## config.mk

```make
export PLATFORM = sky130hd
export DESIGN_NAME = run_ctrl_mod14
export DESIGN_NICKNAME = d
export VERILOG_FILES = /design/src/rtl/run_ctrl_mod14_pkg.sv /design/src/rtl/run_ctrl_mod14_tracker.sv /design/src/rtl/run_ctrl_mod14.sv
export SDC_FILE = /design/constraint.sdc
export NUM_CORES = 1
export LEC_CHECK = 0
export CAP_MARGIN = 5
export CORE_AREA = 2 2 85 87
export CTS_BUF_LIST = sky130_fd_sc_hd__clkbuf_4
export CTS_CLUSTER_DIAMETER = 40
export CTS_CLUSTER_SIZE = 40
export DETAILED_ROUTE_END_ITERATION = 16
export DIE_AREA = 0 0 87 89
export GPL_TIMING_DRIVEN = 0
export HOLD_SLACK_MARGIN = 0.03
export PLACE_DENSITY = 0.53
export RECOVER_POWER = 25
export SYNTH_ARGS = -nofsm -noshare
export SYNTH_HDL_FRONTEND = slang
export SYNTH_SLANG_ARGS = --single-unit
```

## constraint.sdc

```tcl
create_clock -name clk -period 3.8 [get_ports clk]
set_clock_uncertainty 0.2 [all_clocks]
set_input_delay 0.38 -clock clk [delete_from_list [all_inputs] [get_ports clk]]
set_output_delay 0.38 -clock clk [all_outputs]
set_load 0.02 [all_outputs]
```

## src/rtl/run_ctrl_mod14_pkg.sv

```systemverilog
// Shared types and constants for the mod-14 run controller and its expected-count tracker.
package run_ctrl_pkg;

    localparam int CNT_W   = 4;
    localparam int MODULUS = 14;
    localparam int MOD_MAX = MODULUS - 1;

    typedef enum logic [2:0] {
        ST_IDLE,
        ST_START,
        ST_RUN,
        ST_STOP1,
        ST_STOP2,
        ST_CHECK,
        ST_DONE
    } state_e;

endpackage

```

## src/rtl/run_ctrl_mod14_tracker.sv

```systemverilog
// Expected-count register: loads a snapshot, then increments with wrap at MODULUS-1.
module mod14_tracker
    import run_ctrl_pkg::*;
#(
    parameter int MODULUS = run_ctrl_pkg::MODULUS
) (
    input  logic             clk,
    input  logic             reset_n,
    input  logic             i_load,
    input  logic [CNT_W-1:0] i_load_val,
    input  logic             i_inc,
    output logic [CNT_W-1:0] o_count
);

    logic [CNT_W-1:0] r_count;

    // NOTE: sequential state uses non-blocking assignments so every flop samples pre-edge values.
    always_ff @(posedge clk or negedge reset_n) begin
        if (!reset_n) begin
            r_count <= '0;
        end else if (i_load) begin
            r_count <= i_load_val;
        end else if (i_inc) begin
            // Wrap is decided before incrementing, so 14 and 15 are never reached.
            r_count <= (r_count == CNT_W'(MODULUS - 1)) ? '0 : r_count + CNT_W'(1);
        end
    end

    assign o_count = r_count;

endmodule

```

## src/rtl/run_ctrl_mod14.sv

```systemverilog
// Start/stop initiator for a mod-14 counter: runs it for cmd_len increments and checks the final count.
module run_ctrl_mod14
    import run_ctrl_pkg::*;
#(
    parameter int LEN_W       = 8,
    parameter int MODULUS     = run_ctrl_pkg::MODULUS,
    parameter int ACK_TIMEOUT = 4
) (
    input  logic             clk,
    input  logic             reset_n,
    input  logic             cmd_valid,
    output logic             cmd_ready,
    input  logic [LEN_W-1:0] cmd_len,
    output logic             start,
    output logic             stop,
    input  logic [CNT_W-1:0] count_in,
    input  logic             stop_d2,
    output logic             busy,
    output logic             done,
    output logic             count_ok,
    output logic             ack_timeout,
    output logic [CNT_W-1:0] result_count
);

    localparam int WAIT_W = $clog2(ACK_TIMEOUT + 1);

    state_e           r_state, w_state_nxt;
    logic [LEN_W-1:0] r_len, r_remaining;
    logic [WAIT_W-1:0] r_wait;
    logic             r_start, r_stop, r_done, r_count_ok, r_ack_timeout;
    logic [CNT_W-1:0] r_result;
    logic [CNT_W-1:0] w_exp;
    logic             w_accept, w_exp_load, w_exp_inc, w_finish_ok, w_finish_to;

    assign w_accept = cmd_valid && (r_state == ST_IDLE);

    mod14_tracker #(.MODULUS(MODULUS)) u_tracker (
        .clk        (clk),
        .reset_n    (reset_n),
        .i_load     (w_exp_load),
        .i_load_val (count_in),
        .i_inc      (w_exp_inc),
        .o_count    (w_exp)
    );

    always_ff @(posedge clk or negedge reset_n) begin
        if (!reset_n) r_state <= ST_IDLE;
        else          r_state <= w_state_nxt;
    end

    // NOTE: every signal gets a default first so no path leaves one unassigned (no latches).
    always_comb begin
        w_state_nxt = r_state;
        w_exp_load  = 1'b0;
        w_exp_inc   = 1'b0;
        w_finish_ok = 1'b0;
        w_finish_to = 1'b0;
        case (r_state)
            ST_IDLE: begin
                if (w_accept) begin
                    if (cmd_len == '0) begin
                        w_state_nxt = ST_DONE;
                        w_finish_ok = 1'b1;
                    end else begin
                        w_state_nxt = ST_START;
                    end
                end
            end
            ST_START: begin
                w_exp_load  = 1'b1;
                w_state_nxt = (r_len == LEN_W'(1)) ? ST_STOP1 : ST_RUN;
            end
            ST_RUN: begin
                w_exp_inc = 1'b1;
                if (r_remaining == LEN_W'(1)) w_state_nxt = ST_STOP1;
            end
            // The counter is still enabled on the STOP1 edge: that is the final increment.
            ST_STOP1: begin
                w_exp_inc   = 1'b1;
                w_state_nxt = ST_STOP2;
            end
            ST_STOP2: w_state_nxt = ST_CHECK;
            ST_CHECK: begin
                if (stop_d2) begin
                    w_state_nxt = ST_DONE;
                    w_finish_ok = (count_in == w_exp);
                end else if (r_wait == WAIT_W'(ACK_TIMEOUT - 1)) begin
                    w_state_nxt = ST_DONE;
                    w_finish_ok = (count_in == w_exp);
                    w_finish_to = 1'b1;
                end
            end
            ST_DONE: w_state_nxt = ST_IDLE;
            default: w_state_nxt = ST_IDLE;
        endcase
    end

    // Pulses are registered from the next state so they line up with the state they belong to.
    always_ff @(posedge clk or negedge reset_n) begin
        if (!reset_n) begin
            r_start       <= 1'b0;
            r_stop        <= 1'b0;
            r_done        <= 1'b0;
            r_count_ok    <= 1'b0;
            r_ack_timeout <= 1'b0;
            r_result      <= '0;
            r_len         <= '0;
            r_remaining   <= '0;
            r_wait        <= '0;
        end else begin
            r_start <= (w_state_nxt == ST_START);
            r_stop  <= (w_state_nxt == ST_STOP1) || (w_state_nxt == ST_STOP2);
            r_done  <= (w_state_nxt == ST_DONE);
            if (w_accept) r_len <= cmd_len;
            if (r_state == ST_START)    r_remaining <= r_len - LEN_W'(1);
            else if (r_state == ST_RUN) r_remaining <= r_remaining - LEN_W'(1);
            r_wait <= (r_state == ST_CHECK) ? r_wait + WAIT_W'(1) : '0;
            if (w_state_nxt == ST_DONE) begin
                r_result      <= count_in;
                r_count_ok    <= w_finish_ok;
                r_ack_timeout <= w_finish_to;
            end
        end
    end

    assign cmd_ready    = (r_state == ST_IDLE);
    assign busy         = (r_state != ST_IDLE);
    assign start        = r_start;
    assign stop         = r_stop;
    assign done         = r_done;
    assign count_ok     = r_count_ok;
    assign ack_timeout  = r_ack_timeout;
    assign result_count = r_result;

endmodule
```

[Yosys cells after proc, flatten, opt, wreduce, memory -nomap -nowiden]
Cells that the tools add are included.
Storage, ports and cells
  flip-flop bits (word level): 35
  output and inout port bits: 11
  logic and storage cells: 60
Cells by class
  $add $sub $neg: 4
  eq/ne operators: 14
  multiplexer cells: 23
  reduce and logical (&&, ||, !) cells: 8
Operators with widths (number)
  two-way mux 3 bit: 6
  one-hot mux 3 bit (6 select lines): 1
  equality test 8 x 1 -> 1 bit (second input constant): 2
  two-way mux 8 bit: 2
  subtractor 8 x 1 -> 8 bit (second input constant): 2
  equality test 3 x 2 -> 1 bit (second input constant): 4
  equality test 3 bit (second input constant): 4
  two-way mux 4 bit: 3
  two-way mux 1 bit: 10
  zero test 8 bit: 1
  equality test 3 x 1 -> 1 bit (second input constant): 2
  adder 4 x 1 -> 4 bit (second input constant): 1
  equality test 4 bit: 1
  equality test 4 bit (second input constant): 1
  nonzero test 2 bit: 2
  adder 3 x 1 -> 3 bit (second input constant): 1
  zero test 3 bit: 1
  nonzero test 3 bit: 1
  one-hot mux 1 bit (2 select lines): 1
  OR reduction 2 bit: 1
  logical AND 1 bit: 1
  logical OR 1 bit: 1

[Logic depth before layout (Yosys ltp)]
  depth in word-level cells: 6
  mapped depth: 6
  mapped depth without buffers: 6

[Hierarchy]
From an unflattened synthesis, not the netlist that was laid out.
Second synthesis, totals
  cells, all modules: 179
  area, all modules: 1894.3 sq um
By module, submodules not included
  run_ctrl_mod14: instances 1, cells an instance 157, area each 1685.4 sq um, seq. area each 775.7 sq um
  mod14_tracker: instances 1, cells an instance 22, area each 209.0 sq um, seq. area each 100.1 sq um

[Worst setup path after synthesis]
OpenSTA, ideal clock, no wires.
  path type: register to output
  start: register r_state[1]
  end: output port cmd_ready
  arrival time: 1387 ps
  required time: 3220 ps
  slack: 1833 ps
  cell stages (with the launch flop): 5
  buffers on the path: 2
  cell sequence: dfrtp_1 > buf_6 > buf_2 > or3_1 > inv_1
Between the ends
  word-level cells in the longest chain between the ends: 1
Ends and longest elaborated chain
  start, declared: RTL line run_ctrl_mod14.sv:27  | state_e r_state, w_state_nxt;
  start signal, assigned: RTL line run_ctrl_mod14.sv:48  | else r_state <= w_state_nxt;
  zero test 3 bit: RTL line run_ctrl_mod14.sv:126  | assign cmd_ready = (r_state == ST_IDLE);
  end, declared: RTL line run_ctrl_mod14.sv:12  | output logic cmd_ready,
No other way between the ends.

[Worst setup path after layout]
Ends and elaborated chain as after synthesis.

==> Flow_metrics.wiki <==
{| class="wikitable"
! Metric !! Value
|-
| Status || complete, but fails checks
|-
| Violations in the final reports || capacitance limit, slew limit
|-
| CTS buffer count || 5
|-
| DRT iter0 DRCs || 144
|-
| Leftover overflow at the end of global routing || 0
|-
| Area of combinational cells with multiple inputs || 0.00102 mm²
|-
| Vias in the first global route || 1484
|-
| CTS Buffer Depth || 2
|-
| Time the worst path needs with I/O delays and setup || 2.86 ns
|-
| Critical path start-end classification || flip-flop to output port
|-
| FILL cells || 671
|-
| Flip-flop and latch count after synthesis || 35
|-
| Post-Synthesis Cells || 201
|-
| Root Buffer || sky130_fd_sc_hd__clkbuf_4
|-
| WHS Path Cells || 1
|-
| Half-perimeter wire length of the detailed placement result || 3150 µm
|-
| Cell Chain, Critical Path || clkbuf_1 -> buf_2 -> or3_1 -> inv_1 -> clkdlybuf4s50_1
|-
| Tightest Hold Check Type || flip-flop to flip-flop
|-
| Starting density of the core || 29.9%
|-
| Buffers inserted during post-CTS setup optimization || 0
|-
| Global-route usage over all layers || 12.5%
|-
| Pwr/cell area || 769 mW/mm²
|-
| Post-CTS Resized || 0
|-
| Total Routed Length || 4310 µm
|-
| Achievable clock frequency || 349 MHz
|-
| Slew @ Worst Pin || 1.93 ns
|-
| Final number of hold-violating endpoints || 0
|-
| Clock edge transition at the registers on the reported setup and hold paths || 0.11 ns
|-
| Sequential cell area || 876 µm²
|-
| Setup crit start kind || flip-flop
|-
| Number of enable flip-flop cells after synthesis || 0
|-
| Normalized max-slew margin || -28.5%
|-
| Std-Cell Rows || 30
|-
| Vias post-DR || 1564
|-
| DIE WIDTH || 87 µm
|-
| Area of the die || 0.00774 mm²
|-
| Detailed-route DRC error count || 0
|-
| Number of nets with antenna violations after detailed routing || 0
|-
| Dpl cells || 307
|-
| Unrepaired setup endpoints after global routing || false
|-
| Count of pins over their slew limit || 36
|-
| Crit path arrival time || 2.28 ns
|-
| Top cell types by occurrence after synthesis || sky130_fd_sc_hd__dfrtp_1 (35), sky130_fd_sc_hd__a21oi_1 (14), sky130_fd_sc_hd__nand2_1 (13)
|-
| Wire length of the first global-routing pass || 7510 µm
|-
| Combined area of all synthesized cells || 0.00201 mm²
|-
| Number of distinct library cells after synthesis || 51
|-
| Number of antenna violations at the first check in global routing || 0
|-
| Reg-to-reg critical path endpoint || result_count[3]
|-
| Combined buffer and inverter count along the critical path || 4
|-
| Max stage delay cell, worst path || sky130_fd_sc_hd__clkdlybuf4s50_1
|-
| Fin Hold WS || 0.243 ns
|-
| Port buffer count || 26
|-
| Share of synthesized flip-flops with an asynchronous set or reset || 100%
|-
| Routed vias/inst || 4.95
|-
| Biggest cell delay along the critical path || 0.59 ns
|-
| Floorplan Core Area || 0.00672 mm²
|-
| Clock H-tree levels || 2
|-
| Register-to-register path setup slack || 1.82 ns
|-
| Required time at the worst-slack endpoint || 3.22 ns
|-
| Top cell type's share of synthesized area || 43.6%
|-
| Final cell count without fillers || 316
|-
| Y dimension of the die || 89 µm
|-
| Count of yosys warnings during synthesis || 0
|-
| Part of the Yosys area used for sequential elements || 43.6%
|-
| Cell leakage power || 0.00104 µW
|-
| Top Family by Delay on Critical Path || buffers and inverters
|-
| Most frequent cell after synthesis || sky130_fd_sc_hd__dfrtp_1
|-
| Detailed-router iteration count before antenna repair || 4
|-
| Start point of the critical path || r_state[1]
|-
| IR drop worst, VDD || 0.000297 V
|-
| Pin count of the biggest net entering global routing || 36
|-
| Post-Syn Area per Cell || 10.0 µm²
|-
| Post-CTS Hold Buffers || 1
|-
| Sum of negative setup slack || 0 ns
|-
| Antenna Diode Count || 0
|-
| CP Capture Type || output port
|-
| Area leader, netlist || sky130_fd_sc_hd__dfrtp_1
|-
| Final Core Density || 36.1%
|-
| Count of clock tree sinks || 35
|-
| TritonCTS clock tree || done
|-
| Mean routed wirelength per cell || 13.6 µm
|-
| Worst min-delay path startpoint || r_wait[0]
|-
| Relative area change from synthesis to final layout || 20.6%
|-
| Final period util || 75.3%
|-
| Net total in the final layout || 257
|-
| MaxCap Viol Count || 1
|-
| Number of top-level pins || 27
|-
| Largest cells by area after synthesis || sky130_fd_sc_hd__dfrtp_1 (44%), sky130_fd_sc_hd__ha_1 (3.7%), sky130_fd_sc_hd__a21oi_1 (3.5%)
|-
| FF-to-FF path depth || 5
|-
| Most frequently used flop master after synthesis || sky130_fd_sc_hd__dfrtp_1
|-
| Nets in the synthesized netlist || 223
|-
| Share of layout cells above drive strength 1 || 13.1%
|-
| Final setup violating endpoints || 0
|-
| Clock latency at the later pin of the worst-skew pair || 0.33 ns
|-
| Highest fanout seen on the critical path || 10
|-
| Hold endpoint || r_wait[0]
|-
| FF-to-FF Start || r_state[1]
|-
| Final weighted congestion in routability-driven placement || 0.785
|}
==> how the worst max path moves through the flow <==
| stage | cells after the start | end | slack (ns) |
|---|---|---|---|
| 4_1_cts | 5 | cmd_ready | 0.96 |
| 6_report | 5 | cmd_ready | 0.94 |
| 5_1_grt | 5 | cmd_ready | 0.79 |
| 3_5_place_dp | 5 | cmd_ready | 1.37 |
| 2_1_floorplan | 4 | cmd_ready | 1.83 |
| 3_3_place_gp | 1 | r_remaining[5] | 1.26 |
==> where the power goes <==
group | total (µW) | switching [µW] | internal (µW) | leakage (µW)
clock network | 209 | 131 | 78.6 | 0.0000317
logic | 965 | 494 | 471 | 0.000573
registers | 689 | 161 | 529 | 0.000432
total | 1860 | 785 | 1080 | 0.00104
==> sequential cells by signal (all words and copies together) (netlist names) <==
signal             count
r_len                  8
u_tracker.o_count      4
r_wait                 3
r_remaining            8
ack_timeout            1
result_count           4
count_ok               1
done                   1
r_state                3
start                  1
stop                   1
==> placed cells by master (no fill, tap or decap), types with 3 or more instances in the layout <==
master	count
sky130_fd_sc_hd__nand3_1	3
sky130_fd_sc_hd__nand2_1	13
sky130_fd_sc_hd__nor4_1	7
sky130_fd_sc_hd__nand3b_1	3
sky130_fd_sc_hd__ha_1	6
sky130_fd_sc_hd__or3_1	4
sky130_fd_sc_hd__a221o_1	3
sky130_fd_sc_hd__clkbuf_4	6
sky130_fd_sc_hd__dfrtp_1	35
sky130_fd_sc_hd__inv_1	12
sky130_fd_sc_hd__clkbuf_1	5
sky130_fd_sc_hd__nor2_1	12
sky130_fd_sc_hd__clkdlybuf4s50_1	25
sky130_fd_sc_hd__nand2b_1	4
sky130_fd_sc_hd__mux2_4	4
sky130_fd_sc_hd__a21oi_1	14
sky130_fd_sc_hd__nor3b_1	3
sky130_fd_sc_hd__o21ai_1	4
sky130_fd_sc_hd__o21ai_0	12
sky130_fd_sc_hd__xor2_1	8
sky130_fd_sc_hd__buf_2	3
sky130_fd_sc_hd__xnor2_1	3
sky130_fd_sc_hd__mux2_2	6
==> layer usage <==
| metal | track usage (%) | vias up | routed length, µm |
|---|---|---|---|
| li1 | - | 795 | - |
| met1 | 18.3 | 741 | 2210 |
| met2 | 18.3 | 26 | 1940 |
| met3 | 2.49 | 2 | 124 |
| met4 | 4.69 | 0 | 40 |
| met5 | 0 | - | 0 |
==> kinds of logic (layout without fill, tap and decap cells) <==
family | Yosys count | after routing | synth area share [%]
muxes | 11 | 11 | 6.84
DFF | 35 | 35 | 43.6
buffers and inverters | 23 | 58 | 5.79
AOI/OAI and AO/OA | 48 | 48 | 14.9
xor gates and xnor gates | 11 | 11 | 4.79
adders and majority gates | 6 | 6 | 3.73
and+or+nand+nor | 67 | 67 | 20.3
==> through the flow <==
| stage | power [µW] | setup slack, ns | area [µm²] |
|---|---|---|---|
| floorplan | 1380 | 1.83 | 2010 |
| global placement | 1670 | 1.26 | 2370 |
| detailed placement | 1670 | 1.37 | 2370 |
| CTS | 1890 | 0.965 | 2430 |
| global route | 2040 | 0.793 | 2420 |
| finish | 1860 | 0.937 | 2420 |
==> cell type report <==
cell class                      count  area share, %
Buffer                             10           2.48
Inverter                           13           2.01
Multi-Input combinational cell    143           42.0
Sequential cell                    35           36.1
Timing Repair Buffer               27           10.9
Clock inverter                      2          0.516
Clock buffer                        6           1.86
Tap cell                           80           4.13
Note: power is estimated with default switching activity, not from simulation.
